===== config.mk =====
export PLATFORM = sky130hd
export DESIGN_NAME = skew_shift_buffer
export DESIGN_NICKNAME = d
export VERILOG_FILES = /design/src/rtl/skew_shift_buffer.sv
export SDC_FILE = /design/constraint.sdc
export NUM_CORES = 2
export LEC_CHECK = 0
export BUFFER_PORTS_ARGS = -buffer_cell sky130_fd_sc_hd__buf_2
export CORE_MARGIN = 2
export CORE_UTILIZATION = 32
export DETAILED_ROUTE_END_ITERATION = 8
export GPL_TIMING_DRIVEN = 0
export HOLD_SLACK_MARGIN = 0.03
export PLACE_DENSITY = 0.5
export SYNTH_ARGS = -nofsm -noshare
export SYNTH_HDL_FRONTEND = slang
export SYNTH_SLANG_ARGS = --single-unit

===== constraint.sdc =====
create_clock -name clk -period 47.5 [get_ports clk]
set_clock_uncertainty 0.1 [all_clocks]
set_input_delay 4.75 -clock clk [delete_from_list [all_inputs] [get_ports clk]]
set_output_delay 4.75 -clock clk [all_outputs]
set_load 0.005 [all_outputs]

===== src/rtl/skew_shift_buffer.sv =====
// skew_shift_buffer: multi-lane delay line with uniform or skewed per-lane delay
// and a drain/flush state machine.
// Optional build macro ZERO_INVALID_EN: when defined, words entering the chain
// with valid=0 are stored as zero so invalid outputs read as clean zero padding.
module skew_shift_buffer #(
  parameter int DATA_W = 16,
  parameter int LANES  = 8,
  parameter int DEPTH  = 8
) (
  input  logic                         clk,
  input  logic                         reset,
  input  logic                         shift_en,
  input  logic                         mode,
  input  logic [$clog2(DEPTH+1)-1:0]   cfg_delay,
  input  logic [LANES-1:0]             in_valid,
  input  logic [LANES*DATA_W-1:0]      in_data,
  output logic                         in_ready,
  output logic [LANES-1:0]             out_valid,
  output logic [LANES*DATA_W-1:0]      out_data,
  output logic                         busy,
  input  logic                         flush,
  output logic                         flush_done
);

  localparam int CW = $clog2(DEPTH+1);
  localparam logic [CW-1:0] DEPTH_C = CW'(DEPTH);

  typedef enum logic [1:0] {
    IDLE   = 2'd0,
    ACTIVE = 2'd1,
    DRAIN  = 2'd2
  } state_t;

  state_t          state, state_n;
  logic [CW-1:0]   cnt, cnt_n;
  logic            act_mode;
  logic [CW-1:0]   act_delay;

  logic [DATA_W-1:0] stage_data [LANES][DEPTH];
  logic              stage_vld  [LANES][DEPTH];
  logic [DATA_W-1:0] out_word   [LANES];

  logic [DATA_W-1:0] in_word  [LANES];
  logic [LANES-1:0]  in_vld;
  logic [DATA_W-1:0] tap_data [LANES];
  logic              tap_vld  [LANES];
  logic [CW-1:0]     lane_d   [LANES];
  logic              adv;
  logic              entering;

  function automatic logic [CW-1:0] clamp_delay(input logic [CW-1:0] d);
    return (d > DEPTH_C) ? DEPTH_C : d;
  endfunction

  function automatic logic [CW-1:0] skew_delay(input int lane);
    return (lane > DEPTH) ? DEPTH_C : CW'(lane);
  endfunction

  assign in_ready = (state != DRAIN);
  assign adv      = (shift_en && in_ready) || (state == DRAIN);
  assign entering = adv && (|in_vld);

  // Unpack lane inputs; drain forces valid low, optional zero gating of invalid words
  always_comb begin
    in_vld = '0;
    for (int i = 0; i < LANES; i++) begin
      in_word[i] = in_data[i*DATA_W +: DATA_W];
      in_vld[i]  = in_valid[i] && (state != DRAIN);
`ifdef ZERO_INVALID_EN
      if (!in_vld[i]) in_word[i] = '0;
`else
      in_word[i] = in_word[i];
`endif
    end
  end

  // Per-lane delay from the frozen active configuration
  always_comb begin
    for (int i = 0; i < LANES; i++) begin
      lane_d[i] = act_mode ? skew_delay(i) : act_delay;
    end
  end

  // Tap select: delay 0 bypasses the chain, otherwise read stage[d-1]
  always_comb begin
    for (int i = 0; i < LANES; i++) begin
      tap_data[i] = in_word[i];
      tap_vld[i]  = in_vld[i];
      for (int k = 0; k < DEPTH; k++) begin
        if (int'(lane_d[i]) == k + 1) begin
          tap_data[i] = stage_data[i][k];
          tap_vld[i]  = stage_vld[i][k];
        end
      end
    end
  end

  // Busy reflects in-flight chain contents only, not the output registers
  always_comb begin
    busy = 1'b0;
    for (int i = 0; i < LANES; i++) begin
      for (int k = 0; k < DEPTH; k++) begin
        busy = busy | stage_vld[i][k];
      end
    end
  end

  // Delay chain and output registers advance together, hold otherwise
  always_ff @(posedge clk) begin
    if (reset) begin
      for (int i = 0; i < LANES; i++) begin
        for (int k = 0; k < DEPTH; k++) begin
          stage_data[i][k] <= '0;
          stage_vld[i][k]  <= 1'b0;
        end
        out_word[i]  <= '0;
        out_valid[i] <= 1'b0;
      end
    end else if (adv) begin
      for (int i = 0; i < LANES; i++) begin
        stage_data[i][0] <= in_word[i];
        stage_vld[i][0]  <= in_vld[i];
        for (int k = 1; k < DEPTH; k++) begin
          stage_data[i][k] <= stage_data[i][k-1];
          stage_vld[i][k]  <= stage_vld[i][k-1];
        end
        out_word[i]  <= tap_data[i];
        out_valid[i] <= tap_vld[i];
      end
    end
  end

  // Pack lane output words onto the flat bus
  always_comb begin
    out_data = '0;
    for (int i = 0; i < LANES; i++) begin
      out_data[i*DATA_W +: DATA_W] = out_word[i];
    end
  end

  // Active configuration tracks the ports only while idle and empty
  always_ff @(posedge clk) begin
    if (reset) begin
      act_mode  <= 1'b0;
      act_delay <= '0;
    end else if (!busy && state == IDLE) begin
      act_mode  <= mode;
      act_delay <= clamp_delay(cfg_delay);
    end
  end

  // FSM state and drain counter registers
  always_ff @(posedge clk) begin
    if (reset) begin
      state <= IDLE;
      cnt   <= '0;
    end else begin
      state <= state_n;
      cnt   <= cnt_n;
    end
  end

  // Next state: flush enters DRAIN, which runs DEPTH+1 advances then pulses done
  always_comb begin
    state_n    = state;
    cnt_n      = cnt;
    flush_done = 1'b0;
    case (state)
      IDLE: begin
        if (flush) begin
          state_n = DRAIN;
          cnt_n   = '0;
        end else if (entering) begin
          state_n = ACTIVE;
        end
      end
      ACTIVE: begin
        if (flush) begin
          state_n = DRAIN;
          cnt_n   = '0;
        end else if (!busy && !entering) begin
          state_n = IDLE;
        end
      end
      DRAIN: begin
        if (cnt == DEPTH_C) begin
          flush_done = 1'b1;
          state_n    = IDLE;
          cnt_n      = '0;
        end else begin
          cnt_n = cnt + CW'(1);
        end
      end
      default: begin
        state_n = IDLE;
        cnt_n   = '0;
      end
    endcase
  end

endmodule


# == Word level (Yosys, flattened, before mapping) ==
# Memories as Yosys holds them, arrays and structs flattened.
# Index checks and enable logic that the tools add are counted.
# totals
ff_bits,19
output_inout_bits,139
ram_bits,1216
memories,3
in_bits,145
word_cells,589
# memory_table
name,words,width,rd,rd_clocked_by_memory_dff,write_ports,line,text
stage_data,8,128,8,0,8,39,logic [DATA_W-1:0] stage_data [LANES][DEPTH];
out_word,8,16,8,0,8,41,logic [DATA_W-1:0] out_word [LANES];
stage_vld,8,8,8,0,8,40,logic stage_vld [LANES][DEPTH];
# classes
reduce_logical,19
mux,289
n_lt_le_gt_ge,1
bitwise,199
add_sub_neg,1
eq_ne,72
# ops
op,count
16-bit 2-to-1 mux,136
1-bit OR,199
"4-bit equality test, second input constant",41
1-bit 2-to-1 mux,135
"4-bit by 3-bit equality test with 1-bit output, second input constant",16
4-bit 2-to-1 mux,11
"4-bit by 2-bit equality test with 1-bit output, second input constant",8
1-bit logical AND,12
2-bit 2-to-1 mux,5
4-bit one-hot mux with 2 select lines,1
8-bit OR reduction,1
"3-bit != test, second input constant",2
2-bit one-hot mux with 3 select lines,1
"4-bit by 1-bit adder with 4-bit output, second input constant",1
"4-bit > comparator, second input constant",1
"2-bit by 1-bit != test with 1-bit output, second input constant",2
3-bit AND reduction,1
"2-bit by 1-bit equality test with 1-bit output, second input constant",1
"2-bit equality test, second input constant",1
1-bit zero test,2
2-bit zero test,1
"2-bit != test, second input constant",1
2-bit OR reduction,1
1-bit logical OR,1

# == Depth between registers and ports, before layout ==
# An unclocked memory read counts as a cell.
# depth
depth_word,69
depth_mapped,9
ltp_nobuf,7

# == Worst setup path after synthesis ==
# OpenSTA, ideal clock, no wires.
# synth_path
kind,input -> register
from,input reset
to,memory out_word[0][0] (enable)
setup_ps,1544
t_required_ps,45856
cell_stages,3
arrival_ps,28509
path_buffers,1
slack_ps,17347
cell_sequence,clkbuf_1 nor3_1 inv_1
# synth_lines
element,line,text
start: declaration,11,"input logic reset,"
end: declaration,41,

==> results.yml <==
critical_path:
  worstSetupPathType: "flop to output pin"
  reg2reg_to: "out_word[1][9]$_SDFFCE_PN0P_"
  reg2reg_slack_ps: 42880
  reg2regPathDepth: 7
  cp.arrival_ps: 3760
  path_delay_family: "simple AND/OR/NAND/NOR gates"
  critPathCaptureType: "output pin"
  regToRegStartpoint: "act_delay[0]$_SDFFE_PP0P_"
  cpPeakStageDelay_ps: 1130
  path_max_fanout: 7
  cp_common_cell: "nor4_1"
  critPathLaunchType: "flop"
  worstPathCellList: "nor4_1 > nand4_1 > nor4_1 > inv_1 > buf_2"
  cp.required_ps: 42650
  slowest_stage: "nor4_1"
  crit_buf_inv: 2
die:
  core_area_sq_mm: 0.174
  dieWidth_microns: 423
  fp-row-count: 153
  pin_count: 284
  initial_core_util_pct: 32.3
  dieArea_sq_mm: 0.179
  die_h_microns: 423
finish:
  area_delta_synth_final_pct: 16.7
  final_net_count: 4929
  fill_cells: 17000
  drive_above_1_share_pct: 13.8
  multi_input_area_sq_mm: 0.0176
  seq_area_sq_mm: 0.0369
  final_core_util_pct: 37.7
power_and_ir_drop:
  seq_power_share_pct: 50.9
  peakVddDrop_uv: 38.8
  leakage_nw: 24.8
  p_int_w: 0.00202
  powerDensity_mw_per_mm2: 40.4
  p_sw_share_pct: 23.9
  clock_power_share_pct: 43.2
  combPwrFrac_pct: 5.9
  p_switching_w: 0.000632
sta:
  finalSetupViolCount: 0
  rsz0062_at_grt: "false"
  layout_setup_ws_ps: 38890
  slew_headroom_pct: 4.19
  whs_ps: 397
  min_period_ps: 8610
  fmax_mhz: 116
  final.setup.tns_ps: 0
  worstMarginPinSlew_ps: 1440
  final_max_slew_viol_count: 0
  post-route-period-util_pct: 18.1
  hold_viol: 0
global_route:
  overflow: 0
  first_global_vias: 38900
  antenna_found_initial: 20
  grt_pass1_wl_mm: 292
  grt_max_degree: 126
  grt_usage_pct: 22.6
logic_synthesis:
  synthesis.area_sq_mm: 0.0561
  synth_edf_count: 1216
  yosysSeqAreaShare_pct: 65.7
  synthesis.nets: 4487
  syn_avg_cell_area_sq_um: 12.9
  syn_inst: 4340
  ys_ff_latch: 1235
  synth_ff_type: "edfxtp_1"
  ys_types: 87
  ys_warn_count: 0
  synthArstFlopShare_pct: 0
clock_tree:
  post_cts_buffers: 0
  cts_tree: "yes"
  clk_latency_ps: 800
  cts_resized: 0
  htree_levels: 4
  cts_hold_buffers: 0
  cts_buffer_depth: 3
  clock-root-buffer: "clkbuf_16"
  cts_buffers: 145
  cts_sinks: 1235
  cts.clk_slew.worst_paths_ps: 70
route:
  via_per_inst: 5.57
  wirelength_mm: 207
  ant_nets: 0
  dr.pass1.iters: 5
  drc: 0
  wl_per_cell_microns: 28.7
  drt_iter0_markers: 4641
  vias: 40200
hold_path:
  holdPathEnd: "state[0]$_SDFFE_PP0P_"
  hold_path_class: "flop to flop"
  hp-start: "state[1]$_SDFFE_PP0P_"
  min_path_cells: 1
placement:
  gp_congestion: 0.913
  dp_slack_ps: 38300
  hpwl_mm: 149
  port-buffer-count: 283
run:
  maxCapViolations: 0
outcome:
  status: "complete, no violations"
==> through the flow <==
step                cell area [sq um]  instances  power (W)
finish                          65500       7223    0.00265
global route                    65500       7219    0.00273
CTS                             65500       7219    0.00267
detailed placement              60800       6960    0.00153
global placement                60500       6948    0.00162
floorplan                       56100       4340    0.00149
==> cell type report <==
class / instances / share of cell area (%)
Antenna cell: 4 / 0.0153
Buffer: 385 / 2.48
Clock buffer: 177 / 5.85
Clock inverter: 82 / 1.38
Inverter: 14 / 0.0916
Multi-Input combinational cell: 2706 / 26.8
Sequential cell: 1235 / 56.3
Tap cell: 2325 / 4.44
Timing Repair Buffer: 295 / 2.64
==> kinds of logic after synthesis <==
family,synth area share [%]
AOI/OAI and AO/OA,14.4
xor gates and xnor gates,0.0156
adders and majority gates,0.0446
buffers and inverters,2.99
DFF,65.7
muxes,0.780
and+or+nand+nor,16.0
==> registers in the layout (all words and copies together), names as in the netlist <==
| name | cells |
|---|---|
| stage_data | 1024 |
| out_word | 128 |
| stage_vld | 64 |
| out_valid | 8 |
| act_delay | 4 |
| cnt | 4 |
| state | 2 |
| act_mode | 1 |
==> routing by layer <==
metal | GRT usage [%] | wire length (microns) | part of all wire [%] | up-vias
li1 | - | - | - | 17500
met1 | 29.8 | 85000 | 41 | 20600
met2 | 36.9 | 98300 | 47 | 1806
met3 | 3.85 | 15300 | 7.4 | 361
met4 | 9.02 | 8540 | 4.1 | 13
met5 | 0 | 126 | 0.061 | -
==> worst reg2reg max path, cell delays in order, from the launching register on <==
cell	delay, ps
dfxtp_1	440
inv_2	260
buf_2	280
nand2_1	410
clkbuf_1	1100
clkbuf_1	750
o211ai_1	250
a211oi_1	720
==> cells in the mapped netlist (all sizes together), types with 48 or more instances <==
master / count / share of area, %
o22ai: 75 / 0.84
nor2: 97 / 0.72
nand3: 145 / 1.3
a31oi: 51 / 0.58
o211ai: 55 / 0.74
clkbuf: 278 / 1.9
a21oi: 204 / 1.9
a211o: 59 / 0.92
and2: 1078 / 12
o221ai: 94 / 1.5
edfxtp: 1216 / 65
a211oi: 85 / 1.1
o21ai: 231 / 2.1
a221oi: 52 / 0.81
buf: 107 / 1.0
nor4: 48 / 0.56
==> worst max-delay path by stage <==
stage          depth (start not counted)  slack [ps]                      startpoint                                to
6_report                               5       38890  stage_vld[1][28]$_SDFFCE_PN0P_                              busy
5_1_grt                                5       38900  stage_vld[1][28]$_SDFFCE_PN0P_                              busy
4_1_cts                                5       39020  stage_vld[1][28]$_SDFFCE_PN0P_                              busy
3_5_place_dp                           9       38300                           reset      out_word[0][0]$_SDFFCE_PN0P_
3_3_place_gp                           4        4700                           reset  stage_data[1][374]$_SDFFCE_PN0P_
2_1_floorplan                          3       17350                           reset      out_word[0][0]$_SDFFCE_PN0P_
==> cells in the final DEF (no fill, tap or decap), types with 21 or more instances in the layout <==
master / n
and3_1: 21
clkbuf_16: 147
nand3_1: 145
a221oi_1: 52
nor2_1: 90
a31oi_1: 50
o21ai_0: 228
nand2_1: 32
buf_2: 363
o22ai_1: 75
a211o_1: 59
clkinv_2: 27
o22a_1: 37
clkinv_1: 23
a211oi_1: 85
o221ai_1: 94
a22oi_1: 31
clkbuf_1: 301
and2_1: 1077
edfxtp_1: 1216
o211ai_1: 55
nor4_1: 47
a21oi_1: 199
a22o_1: 33
mux2i_1: 28
a2111oi_0: 34
==> power groups by stage <==
stage                     registers [W]  logic (W)  clock network [W]
after global placement          0.00146   0.000152                  0
final                           0.00135   0.000156            0.00114
after floorplan                 0.00141  0.0000795                  0
after CTS                       0.00135   0.000158            0.00116
after global routing            0.00136   0.000168            0.00120
after detailed placement        0.00137   0.000157                  0
Power figures use the tool's default switching activity.
